`config.mk`:
```
export PLATFORM = sky130hd
export DESIGN_NAME = silly_function
export DESIGN_NICKNAME = d
export VERILOG_FILES = /design/src/rtl/silly_function.sv
export SDC_FILE = /design/constraint.sdc
export NUM_CORES = 1
export LEC_CHECK = 0
export ABC_CLOCK_PERIOD_IN_PS = 2100
export BUFFER_PORTS_ARGS = -buffer_cell sky130_fd_sc_hd__buf_2
export CAP_MARGIN = 10
export CORE_MARGIN = 10
export CORE_UTILIZATION = 49
export CTS_CLUSTER_DIAMETER = 100
export CTS_CLUSTER_SIZE = 12
export DETAILED_ROUTE_END_ITERATION = 10
export PLACE_DENSITY = 0.76
export SETUP_SLACK_MARGIN = 0.1
export SLEW_MARGIN = 20
export SYNTH_ARGS = -nofsm -noshare
export SYNTH_HDL_FRONTEND = slang
export SYNTH_SLANG_ARGS = --single-unit
export TNS_END_PERCENT = 20
```
`constraint.sdc`:
```
create_clock -name clk -period 2.1 [get_ports clk]
set_input_delay 0.42 -clock clk [delete_from_list [all_inputs] [get_ports clk]]
set_output_delay 0.42 -clock clk [all_outputs]
set_load 0.005 [all_outputs]
```
`src/rtl/silly_function.sv`:
```
// Leaf Boolean cell y = b'(a + c') with a registered copy, the captured minterm index,
// and saturating counters of evaluations and asserted results.
module silly_function #(
   parameter int unsigned COUNT_W = 32
) (
   input  logic               clk,
   input  logic               reset,
   input  logic               a,
   input  logic               b,
   input  logic               c,
   output logic               y,
   output logic               y_q,
   output logic [2:0]         idx_q,
   output logic [COUNT_W-1:0] eval_count,
   output logic [COUNT_W-1:0] ones_count
);

   localparam logic [COUNT_W-1:0] CNT_MAX = '1;
   localparam logic [COUNT_W-1:0] CNT_ONE = COUNT_W'(1);

   logic               y_d;
   logic [2:0]         idx_d;
   logic [COUNT_W-1:0] eval_q;
   logic [COUNT_W-1:0] eval_d;
   logic [COUNT_W-1:0] ones_q;
   logic [COUNT_W-1:0] ones_d;
   logic               yq_q;
   logic [2:0]         idx_reg_q;

   // Bitwise form keeps X on a relevant input visible on y instead of masking it.
   assign y = ~b & (a | ~c);

   always_comb begin
      y_d    = y;
      idx_d  = {a, b, c};
      eval_d = eval_q;
      ones_d = ones_q;
      if (eval_q != CNT_MAX) begin
         eval_d = eval_q + CNT_ONE;
      end
      // Ones only advances alongside eval, so ones_count can never overtake it.
      if ((y == 1'b1) && (ones_q != CNT_MAX)) begin
         ones_d = ones_q + CNT_ONE;
      end
   end

   always_ff @(posedge clk) begin
      if (reset) begin
         yq_q      <= 1'b0;
         idx_reg_q <= 3'b000;
         eval_q    <= '0;
         ones_q    <= '0;
      end else begin
         yq_q      <= y_d;
         idx_reg_q <= idx_d;
         eval_q    <= eval_d;
         ones_q    <= ones_d;
      end
   end

   assign y_q        = yq_q;
   assign idx_q      = idx_reg_q;
   assign eval_count = eval_q;
   assign ones_count = ones_q;

endmodule

```
; Word-level counts from Yosys, hierarchy flattened
; Cells that the tools add are included.
[word_totals]
inputBits = 5
elab_cells = 13
out_inout_bits = 69
register_bits = 68
[op_classes]
reduce_logical = 1
add_sub_neg = 2
eq_ne = 2
n_bitwise = 4
[ops]
columns = operator, count
row1 = adder 32 x 1 -> 32 bit (second input constant), 2
row2 = inequality test 32 bit (second input constant), 2
row3 = inverter 1 bit, 2
row4 = AND 1 bit, 1
row5 = logical AND 1 bit, 1
row6 = OR 1 bit, 1

; Longest topological paths before layout
; Gate-level depths: netlist of run 1.
[depth]
ltp_word = 4
mapped_depth = 8
depth_no_buf = 6

; Worst setup path before layout of run 1
; Ideal clock, no wire load.
[synth_timing]
kind = register to register
from = reg ones_q[12] (netlist: ones_count[12])
to = reg ones_q[5] (netlist: ones_count[5])
stages_incl_launch_ff = 7
n_path_buf = 1
period_less_slack_ns = 2.184
t_required_ns = 1.977
arrival_time_ns = 2.060
path_slack_ns = -0.084
setup_ns = 0.123
cell_sequence = dfxtp_1 > nand4_2 > or4_4 > buf_6 > or3_1 > nand4_1 > mux2_1
[synth_via]
elab_chain_cells = 2
[synth_lines]
columns = item, line_no
row1 = from (decl), 25  ; logic [COUNT_W-1:0] ones_q;
row2 = from (signal assigned), 57  ; ones_q <= ones_d;
row3 = inequality test 32 bit, 42  ; if ((y == 1'b1) && (ones_q != CNT_MAX)) begin
row4 = logical AND 1 bit, 42
; No other way between the ends.
; A chain may end at the register's enable or synchronous reset.

; Worst setup path after layout of run 1
[layout_timing]
from = reg ones_q[4] (netlist: ones_count[4])
to = reg ones_q[5] (netlist: ones_count[5])
[layout_via]
elab_chain_cells = 2
word_cells_on_any_way = 3
cone_classes = add/sub: 1 / eq/ne: 1 / reduce/logical: 1
[layout_lines]
columns = item
row1 = branches (longest 2 deep; another with adder 32 x 1 -> 32 bit)
; Several ways; the timed one is not identified.

==> results of run 1 <==
## worst max-delay path by stage
stage	start	endpoint	slack, ps	depth (start not counted)
3_3_place_gp	ones_count[5]	ones_count[5]	110	5
4_1_cts	ones_count[0]	ones_count[27]	90	7
5_1_grt	ones_count[8]	ones_count[5]	40	5
2_1_floorplan	ones_count[11]	ones_count[5]	2	6
3_5_place_dp	ones_count[5]	ones_count[5]	70	5
6_report	ones_count[4]	ones_count[5]	110	5
## logic make-up (layout without fill, tap and decap cells)
family	Yosys count	in the layout	share of synthesized area, %
AOI/OAI and AO/OA	65	65	12.7
xor gates and xnor gates	27	27	6.86
adders and majority gates	2	2	0.725
buffers and inverters	26	139	3.45
DFF	68	68	39.5
muxes	13	13	4.28
and+or+nand+nor	199	199	32.5
## where the power goes
group          internal, µW  switching (µW)  total, µW
sequential             1290            7.94       1300
clock                   447             468        915
combinational          40.9            56.0       96.9
total                  1780             532       2310
## metrics by stage
| step | instances | util, % | hold slack (ps) | power [µW] | instance area (µm²) |
|---|---|---|---|---|---|
| 2_1_floorplan | 400 | - | 477 | 1380 | 3480 |
| 3_3_place_gp | 591 | 61.4 | 473 | 1430 | 4190 |
| 3_5_place_dp | 591 | 61.4 | 486 | 1430 | 4190 |
| 4_1_cts | 606 | 63.9 | 291 | 2330 | 4370 |
| 5_1_grt | 609 | 64.9 | 295 | 2400 | 4430 |
| 6_report | 609 | 64.9 | 296 | 2310 | 4430 |
## worst max-delay path, stage by stage (launching register included)
cell and delay [ps]:
dfxtp_2 360, nand4_4 110, or4_4 600, or3_4 390, nand4_1 110, mux2_1 310
## cell type report
cell class,count,area [µm²]
clock buffer,12,145
clock inverter,2,11.3
fill,590,2400
inverter,5,18.8
multi-input combinational,306,2030
sequential,68,1390
tap,96,120
timing repair buffer,120,722
## metal layers
metal / routed length (µm) / GRT usage (%)
met4: 164 / 5.77
met1: 4280 / 22.4
met2: 4510 / 26.7
met3: 605 / 5.02
met5: 0 / 0
## registers in the layout, indices dropped and copies added (netlist names)
register    count
idx_q           3
ones_count     32
eval_count     32
y_q             1
## layout by cell type, fill, tap and decap left out, drive strengths merged, types with 2 or more instances in the layout
master	n
a2111oi	2
o21ai	9
nand4	22
o31ai	11
a211oi	5
and4	14
inv	6
xnor2	17
and3	9
xor2	10
nor3	13
o31a	2
nor4	7
nor2b	18
or3	8
o211ai	2
nor2	46
nand2	21
or4	11
mux2	11
nand3	25
a21oi	22
ha	2
clkbuf	12
mux2i	2
buf	120
a21boi	2
o2111ai	2
dfxtp	68
## timing repair
action                                  CTS  global route
hold buffers                              0             0
cloned                                    0             0
pin swaps                                 2             4
buffers inserted                          1             3
resized for setup                         3            13
endpoints found under the setup margin    3            25
==> impl_summary.txt, run 1 <==
----------------------------------------------------
[Outcome]
  Result of the run ... finished, final reports clean

[GRT]
  Vias in the first global route ... approximately 3200
  Global Route Usage Sum ... between 10% and 20%
  Largest net degree at the start of global routing ... 35
  First-pass GRT wire length ... 15.9 mm
  Antenna violations before repair ... 0
  Grt ovf ... 0

[Job]
  Max Cap Viol ... 0

[Routing]
  Initial detailed-routing violation count ... roughly 240
  Initial DRT Pass Iterations ... 4
  Final routed wire length divided by cell count ... between 15 and 20 µm
  Remaining routing DRC violations ... 0
  Post-route antenna net violation count ... 0
  Via count normalized by instance count ... around 5.7
  Total wire length after detailed routing ... about 9.6 mm
  Via count of the routed design ... ~3500

[Timing]
  Final Skew ... approximately 6.5 ps
  Final number of setup-violating endpoints ... 0
  Pins Over Slew Limit ... 0
  Hold Violations, Final ... 0
  Worst path setup slack after routing ... roughly 110 ps
  Worst rel slew slack ... 65.0%
  RSZ-0062 raised after global routing ... yes
  Setup TNS Final ... 0 ps
  Final period demand of the worst path ... 1990 ps
  Worst-margin pin slew ... roughly 510 ps
  Fin crit share ... approximately 95%
  Timing-limited maximum frequency ... approximately 500 MHz

[Clock tree]
  Skew-Pair Late Insertion Delay ... around 350 ps
  Register clock-pin slew on the reported worst setup and hold paths ... approximately 70 ps
  Buffer type at the clock tree root ... clkbuf_8
  Number of buffers created by CTS ... 9
  Sinks on the clock net ... 68
  Buffers from clock root to sink, at most ... 2
  Clock tree from TritonCTS ... done
  Depth of the CTS H-tree ... 3

[Yosys]
  Cell type with the highest aggregate area in the netlist ... dfxtp_1
  Predominant post-synthesis flop cell ... dfxtp_1
  Sequential cell area fraction in the yosys report ... between 30% and 40%
  Share of the synthesized area in the top cell type ... between 30% and 40%
  Ranking of synthesized cells by instance count ... dfxtp_1, nor2_1, nand3_1, a21oi_1, nand2_1
  Avg Inst Size Synth ... roughly 8.6 µm²
  Yosys reg bits ... 68
  Main area contributors after synthesis ... dfxtp_1, nor2_1, xnor2_1
  Gate Count Post-Synth ... 400
  Library cell with the highest instance count after synthesis ... dfxtp_1
  Share of flip-flops with an asynchronous set or reset ... 0%
  Synthesis warning total ... 0
  Number of distinct library cells after synthesis ... 53
  Count of flip-flops with a built-in enable after synthesis ... 0
  Post-synthesis net count ... approximately 410
  Cell Area, Synth ... 3450 µm²

[Finish]
  Net count of the finished layout ... 517
  Ant diodes ... 0
  Area overhead of the layout relative to synthesis ... 28.5%
  Fraction of final layout cells sized beyond drive strength 1 ... roughly a third

[Floorplanning]
  Die Y ... 104 µm
  Placeable Area ... slightly below 7000 µm²
  Die Outline Area ... 10800 µm²
  Effective utilization at floorplan ... just over 50%
  Top Ports ... 74
  Width of the chip ... just over 100 µm
  Standard-cell row count ... 30

[Worst setup path]
  Maximum fanout along the worst path ... 6
  Critical register-to-register path startpoint ... ones_count[4]
  Crit. End Element ... register
  Kind of launch point of the worst setup path ... register
  Worst Path Class, Setup ... register to register
  Required time worst endpoint ... 2340 ps
  Worst Path Arrival ... between 2000 and 2500 ps
  Endpoint of the worst register-to-register path ... ones_count[5]
  Length in cells of the worst reg-to-reg path ... 5
  Slack of the worst reg-to-reg path ... ~110 ps

[Placed design]
  Placed wire-length estimate after detailed placement ... 7.05 mm
  IO buf count ... 73
  Setup WS pre-CTS ... roughly 73 ps
  Last weighted congestion value of the routability-driven placer ... 0.837

[Power]
  Maximum resistive drop on vdd ... about 0.35 mV
  Total power divided by cell area ... approximately 520 nW/µm²
  Leakage power summed over all cells ... ~0.0018 µW

[Hold path]
  Hold-critical path depth ... 2
  Launch instance of the worst min-delay path ... c
  Min-Delay Endpoint ... idx_q[0]
  Type of the most critical hold path ... input pin to register

----------------------------------------------------
Note: power is estimated with default switching activity, not from simulation.
==> run 2: changes to the inputs <==
==> constraint.sdc (replaced) <==
create_clock -name clk -period 2.1 [get_ports clk]
set_input_delay 0 -clock clk [delete_from_list [all_inputs] [get_ports clk]]
set_output_delay 0 -clock clk [all_outputs]
set_load 0.005 [all_outputs]
==> run 2 against run 1 <==
  * Sequential power hardly changed
  * Highest routed layer unchanged
  * Setup slack worse by 69 ps
  * Final cell count is 2.6% higher
  * Design area rose by 4.1%
  * Critical path depth grew 1
==> impl_summary.txt, run 2 (synthesized netlist as in run 1, its figures left out) <==
----------------------------------------------------
[Clock tree]
  Sinks on the clock net ... 68 (unchanged)
  Depth of the CTS H-tree ... 3 (unchanged)
  Register clock-pin slew on the reported worst setup and hold paths ... 80 ps (was 70 ps)
  Buffer type at the clock tree root ... clkbuf_8 (unchanged)
  Skew-Pair Late Insertion Delay ... 350 ps (about the same)
  Number of buffers created by CTS ... 9 (unchanged)
  Clock tree from TritonCTS ... done (unchanged)
  Buffers from clock root to sink, at most ... 2 (unchanged)

[Routing]
  Highest routed layer ... met4 (unchanged)
  Remaining routing DRC violations ... 0 (unchanged)
  Via count normalized by instance count ... 5.66 (was 5.75)
  Met3 wire length ... 579 µm (was 605 µm)
  Via count of the routed design ... 3539 (was 3499)
  Routed wl met2 ... 4.73 mm (was 4.51 mm)
  Total wire length after detailed routing ... 9.97 mm (was 9.57 mm)
  Initial detailed-routing violation count ... 221 (was 237)
  Initial DRT Pass Iterations ... 4 (unchanged)
  DRT met1 WL ... 4.52 mm (was 4.28 mm)
  Final routed wire length divided by cell count ... 16.0 µm (was 15.7 µm)
  Post-route antenna net violation count ... 0 (unchanged)

[Timing]
  Worst rel slew slack ... 47.1% (was 65.0%)
  Pins Over Slew Limit ... 0 (unchanged)
  Timing-limited maximum frequency ... 485 MHz (was 502 MHz)
  Final period demand of the worst path ... 2060 ps (was 1990 ps)
  RSZ-0062 raised after global routing ... yes (unchanged)
  Worst-margin pin slew ... 794 ps (was 512 ps)
  Final number of setup-violating endpoints ... 0 (unchanged)
  Final Skew ... 9.80 ps (was 6.53 ps)
  Fin crit share ... 98.2% (was 94.9%)
  Worst path setup slack after routing ... 38.2 ps (was 107 ps)
  Hold Violations, Final ... 0 (unchanged)

[Worst setup path]
  Beginning of the critical path ... ones_count[5] (was ones_count[4])
  Crit. End Element ... register (unchanged)
  Slack of the worst reg-to-reg path ... 40 ps (was 110 ps)
  Maximum fanout along the worst path ... 5 (was 6)
  Worst Path Arrival ... 2350 ps (was 2230 ps)
  Worst Path Class, Setup ... register to register (unchanged)
  Kind of launch point of the worst setup path ... register (unchanged)
  Endpoint of the worst register-to-register path ... ones_count[30] (was ones_count[5])
  Critical path endpoint ... ones_count[30] (was ones_count[5])
  Length in cells of the worst reg-to-reg path ... 6 (was 5)
  Required time worst endpoint ... 2380 ps (was 2340 ps)
  Critical register-to-register path startpoint ... ones_count[5] (was ones_count[4])

[Floorplanning]
  Top Ports ... 74 (unchanged)
  Die Y ... 104 µm (unchanged)
  Effective utilization at floorplan ... 50.5% (unchanged)
  Die Outline Area ... 10800 µm² (unchanged)
  Placeable Area ... 6830 µm² (unchanged)
  Standard-cell row count ... 30 (unchanged)
  Width of the chip ... 104 µm (unchanged)

[Finish]
  Fillcell total ... 586 (was 590)
  Area used by sequential logic in the layout ... 1390 µm² (unchanged)
  Commonest cells after routing, fill and taps aside ... buf_2, buf_4, dfxtp_1 (was buf_2, dfxtp_1, nor2_1, buf_4, nand3_1)
  Combined area of the multi-input logic cells ... 2040 µm² (was 2030 µm²)
  Fraction of final layout cells sized beyond drive strength 1 ... 35.0% (was 32.6%)
  Area overhead of the layout relative to synthesis ... 33.8% (was 28.5%)
  Number of non-filler instances in the completed layout ... 625 (was 609)
  Post-route core utilization ... 67.5% (was 64.9%)
  Leading cell type in the layout, fill and taps excluded ... buf_2 (unchanged)
  Ant diodes ... 0 (unchanged)
  Net count of the finished layout ... 532 (was 517)

[Power]
  Leakage power summed over all cells ... 0.00191 µW (was 0.00182 µW)
  Total power divided by cell area ... 554 nW/µm² (was 522 nW/µm²)
  Maximum resistive drop on vdd ... 0.320 mV (was 0.347 mV)

[Placed design]
  Setup WS pre-CTS ... 79.3 ps (was 73.1 ps)
  Last weighted congestion value of the routability-driven placer ... 0.850 (was 0.837)
  IO buf count ... 73 (unchanged)
  Post-placement cell count ... 593 (was 591)
  Placed wire-length estimate after detailed placement ... 7.16 mm (was 7.05 mm)

[Outcome]
  Result of the run ... finished, final reports clean (unchanged)

[GRT]
  Grt ovf ... 0 (unchanged)
  Largest net degree at the start of global routing ... 43 (was 35)
  Global Route Usage Sum ... 17.4% (was 17.2%)
  Vias in the first global route ... 3356 (was 3247)
  Antenna violations before repair ... 0 (unchanged)
  First-pass GRT wire length ... 16.2 mm (was 15.9 mm)

[Hold path]
  Type of the most critical hold path ... input pin to register (unchanged)

[Job]
  Max Cap Viol ... 0 (unchanged)

----------------------------------------------------
run 2: cell types whose count changed in the layout (fill, tap and decap cells not counted), sizes merged:
cell	previous run	this run
clkinv	1	2
bufinv	0	2
buf	120	132
clkbuf	12	10
dlygate4sd3	0	3
run 2: per-layer routing:
layer / GRT usage [%] / vias up
li1: - / 1729
met1: 22.4 / 1686
met2: 27.9 / 111
met3: 5.27 / 13
met4: 3.98 / 0
met5: 0 / -
run 2: worst min path at each step:
| stage | start | endpoint | slack, ps | depth (start not counted) |
|---|---|---|---|---|
| finish | reset | eval_count[18] | 230 | 2 |
| CTS | reset | eval_count[24] | 220 | 2 |
| floorplan | b | y | 50 | 1 |
| global route | reset | ones_count[16] | 240 | 2 |
| detailed placement | a | idx_q[2] | 240 | 2 |
| global placement | c | idx_q[0] | 220 | 2 |
run 2: cell type report:
| type | instances | area share (%) |
|---|---|---|
| Multi-Input combinational cell | 306 | 44.3 |
| Timing Repair Buffer | 135 | 18.2 |
| Clock inverter | 5 | 1.65 |
| Inverter | 5 | 0.407 |
| Tap cell | 96 | 2.60 |
| Sequential cell | 68 | 30.1 |
| Clock buffer | 10 | 2.77 |
run 2: repair_timing:
| item | 4_1_cts | 5_1_grt |
|---|---|---|
| gates resized for setup | 1 | 18 |
| cloned | 0 | 0 |
| buffers inserted | 2 | 12 |
| pin swaps | 1 | 9 |
| endpoints found under the hold margin | 4 | 0 |
| setup endpoints to repair | 7 | 27 |
| hold buffers | 3 | 0 |
run 2: critical path, stage by stage, from the launching register on:
cell	delay (ps)
dfxtp_4	380
nand4_4	110
buf_6	140
nor4_4	360
nand4_1	300
or4_1	560
a21oi_1	150
run 2: report_power, final:
group,internal [µW],switching [µW]
Clock,659,496
Sequential,1290,7.94
Combinational,41.9,58.4
Total,2000,563
run 2: through the flow:
stage | area, µm² | total power (µW) | hold slack (ps) | TNS, ps
6_report | 4610 | 2560 | 229 | 0
5_1_grt | 4610 | 2650 | 243 | -104
4_1_cts | 4470 | 2570 | 219 | 0
3_5_place_dp | 4210 | 1430 | 238 | 0
3_3_place_gp | 4210 | 1430 | 222 | 0
2_1_floorplan | 3480 | 1380 | 53.5 | 0
==> run 3: changes to the inputs <==
--- a/config.mk
+++ b/config.mk
@@ -14,7 +14,6 @@
 export CTS_CLUSTER_SIZE = 12
 export DETAILED_ROUTE_END_ITERATION = 10
 export PLACE_DENSITY = 0.76
-export SETUP_SLACK_MARGIN = 0.1
 export SLEW_MARGIN = 20
 export SYNTH_ARGS = -nofsm -noshare
 export SYNTH_HDL_FRONTEND = slang
==> run 3 against run 2 <==
  * First-iteration DRC count decreased by 5.0%
  * Sequential power about the same
  * Setup slack improved by 12 ps
  * Clock skew increased by 0.62 ps
  * Combinational power about the same
  * Critical path type unchanged
  * Highest routed layer unchanged
==> impl_summary.txt, run 3 (synthesized netlist as in run 1, its figures left out) <==
----------------------------------------------------
[Outcome]
  Result of the run ... finished, final reports clean (unchanged)

[GRT]
  Grt ovf ... 0 (unchanged)
  Largest net degree at the start of global routing ... 38 (was 43)
  Vias in the first global route ... 3167 (was 3356)
  First-pass GRT wire length ... 15.5 mm (was 16.2 mm)
  Antenna violations before repair ... 0 (unchanged)
  Global Route Usage Sum ... 16.5% (was 17.4%)

[Worst setup path]
  Required time worst endpoint ... 2320 ps (was 2380 ps)
  Endpoint of the worst register-to-register path ... ones_count[5] (was ones_count[30])
  Slack of the worst reg-to-reg path ... 50 ps (was 40 ps)
  Maximum fanout along the worst path ... 12 (was 5)
  Length in cells of the worst reg-to-reg path ... 5 (was 6)
  Critical register-to-register path startpoint ... ones_count[13] (was ones_count[5])
  Kind of launch point of the worst setup path ... register (unchanged)
  Beginning of the critical path ... ones_count[13] (was ones_count[5])
  Worst Path Arrival ... 2270 ps (was 2350 ps)
  Worst Path Class, Setup ... register to register (unchanged)
  Crit. End Element ... register (unchanged)

[Hold path]
  Hold-critical path depth ... 2 (unchanged)
  Min-Delay Endpoint ... eval_count[24] (was eval_count[18])
  Type of the most critical hold path ... input pin to register (unchanged)
  Launch instance of the worst min-delay path ... reset (unchanged)

[Placed design]
  Last weighted congestion value of the routability-driven placer ... 0.842 (was 0.850)
  Area of placed instances ... 4190 µm² (was 4210 µm²)
  IO buf count ... 73 (unchanged)
  Placed wire-length estimate after detailed placement ... 6.92 mm (was 7.16 mm)

[Floorplanning]
  Die Outline Area ... 10800 µm² (unchanged)
  Standard-cell row count ... 30 (unchanged)
  Placeable Area ... 6830 µm² (unchanged)
  Top Ports ... 74 (unchanged)
  Effective utilization at floorplan ... 50.5% (unchanged)
  Width of the chip ... 104 µm (unchanged)
  Die Y ... 104 µm (unchanged)

[Power]
  Maximum resistive drop on vdd ... 0.388 mV (was 0.320 mV)
  Total power divided by cell area ... 564 nW/µm² (was 554 nW/µm²)
  Leakage power summed over all cells ... 0.00182 µW (was 0.00191 µW)

[Timing]
  Final period demand of the worst path ... 2050 ps (was 2060 ps)
  Final number of setup-violating endpoints ... 0 (unchanged)
  Final Skew ... 10.4 ps (was 9.80 ps)
  Hold Violations, Final ... 0 (unchanged)
  RSZ-0062 raised after global routing ... yes (unchanged)
  Worst-margin pin slew ... 686 ps (was 794 ps)
  Pins Over Slew Limit ... 0 (unchanged)
  Timing-limited maximum frequency ... 488 MHz (was 485 MHz)
  Setup TNS Final ... 0 ps (unchanged)
  Worst rel slew slack ... 54.3% (was 47.1%)
  Fin crit share ... 97.6% (was 98.2%)

[Routing]
  Total wire length after detailed routing ... 9.39 mm (was 9.97 mm)
  Post-route antenna net violation count ... 0 (unchanged)
  Remaining routing DRC violations ... 0 (unchanged)
  Initial DRT Pass Iterations ... 4 (unchanged)
  Final routed wire length divided by cell count ... 15.4 µm (was 16.0 µm)
  Initial detailed-routing violation count ... 210 (was 221)
  Via count of the routed design ... 3395 (was 3539)
  Via count normalized by instance count ... 5.57 (was 5.66)

[Job]
  Max Cap Viol ... 0 (unchanged)

[Finish]
  Leading cell type in the layout, fill and taps excluded ... buf_2 (unchanged)
  Ant diodes ... 0 (unchanged)
  Commonest cells after routing, fill and taps aside ... buf_2, dfxtp_1, nor2_1 (was buf_2, buf_4, dfxtp_1)
  Fraction of final layout cells sized beyond drive strength 1 ... 30.8% (was 35.0%)
  Net count of the finished layout ... 515 (was 532)
  Area overhead of the layout relative to synthesis ... 28.3% (was 33.8%)
  Area of all placed cells without fillers ... 4420 µm² (was 4610 µm²)

[Clock tree]
  Buffer type at the clock tree root ... clkbuf_8 (unchanged)
  Number of buffers created by CTS ... 9 (unchanged)
  Depth of the CTS H-tree ... 3 (unchanged)
  Clock tree from TritonCTS ... done (unchanged)
  Register clock-pin slew on the reported worst setup and hold paths ... 80 ps (about the same)
  Buffers from clock root to sink, at most ... 2 (unchanged)
  Skew-Pair Late Insertion Delay ... 340 ps (was 350 ps)
  Sinks on the clock net ... 68 (unchanged)

----------------------------------------------------
-- run 3: changes by cell type in the layout (fill, tap and decap cells not counted), sizes merged --
cell,previous run,this run
buf,132,115
clkinvlp,0,1
bufinv,2,1
clkinv,2,3
-- run 3: layer usage --
layer | up-vias | track usage (%) | routed length [µm]
li1 | 1690 | - | -
met1 | 1597 | 20.5 | 4240
met2 | 97 | 27.4 | 4510
met3 | 11 | 4.40 | 532
met4 | 0 | 4.27 | 110
met5 | - | 0 | 0
-- run 3: through the flow --
step / total power [µW] / hold slack [ps] / worst slack, ps / utilization, % / std cells
floorplan: 1380 / 53.5 / 2.36 / - / 400
global placement: 1430 / 222 / 87.0 / 61.3 / 590
detailed placement: 1430 / 233 / 73.9 / 61.3 / 590
CTS: 2510 / 174 / 55.2 / 64.6 / 609
global route: 2580 / 214 / -18.5 / 64.8 / 609
finish: 2490 / 183 / 50.4 / 64.8 / 609
-- run 3: layout make-up --
class,count,area [µm²]
well taps,96,120
flip-flops and latches,68,1380
clock inverters,6,62.6
inverters,5,18.8
repair buffers,118,711
fillers,609,2410
clock buffers,10,138
multi-input cells,306,2000
-- run 3: worst max path at each step --
stage	end	slack [ps]	cells past startpoint
after floorplan	ones_count[5]	2	6
after global placement	ones_count[5]	90	5
after detailed placement	ones_count[5]	70	5
after CTS	ones_count[5]	60	5
after global routing	ones_count[5]	-20	5
final	ones_count[5]	50	5
-- run 3: where the power goes --
part	internal (µW)	leakage [µW]	switching, µW
clock	579	0.000103	509
combinational	41.6	0.00116	58.0
sequential	1300	0.000555	8.21
total	1920	0.00182	575
-- run 3: critical path, stage by stage (launching register included) --
cell and delay (ps):
dfxtp_4 370, nand4_4 100, or4_4 630, or3_1 400, nand4_1 110, mux2_1 320
-- run 3: repair_timing --
item                                   in CTS  in global routing
endpoints found under the hold margin       4                  0
setup endpoints to repair                   0                  4
hold buffers                                3                  0
buffers inserted                            0                  0
gates resized for setup                     0                  1
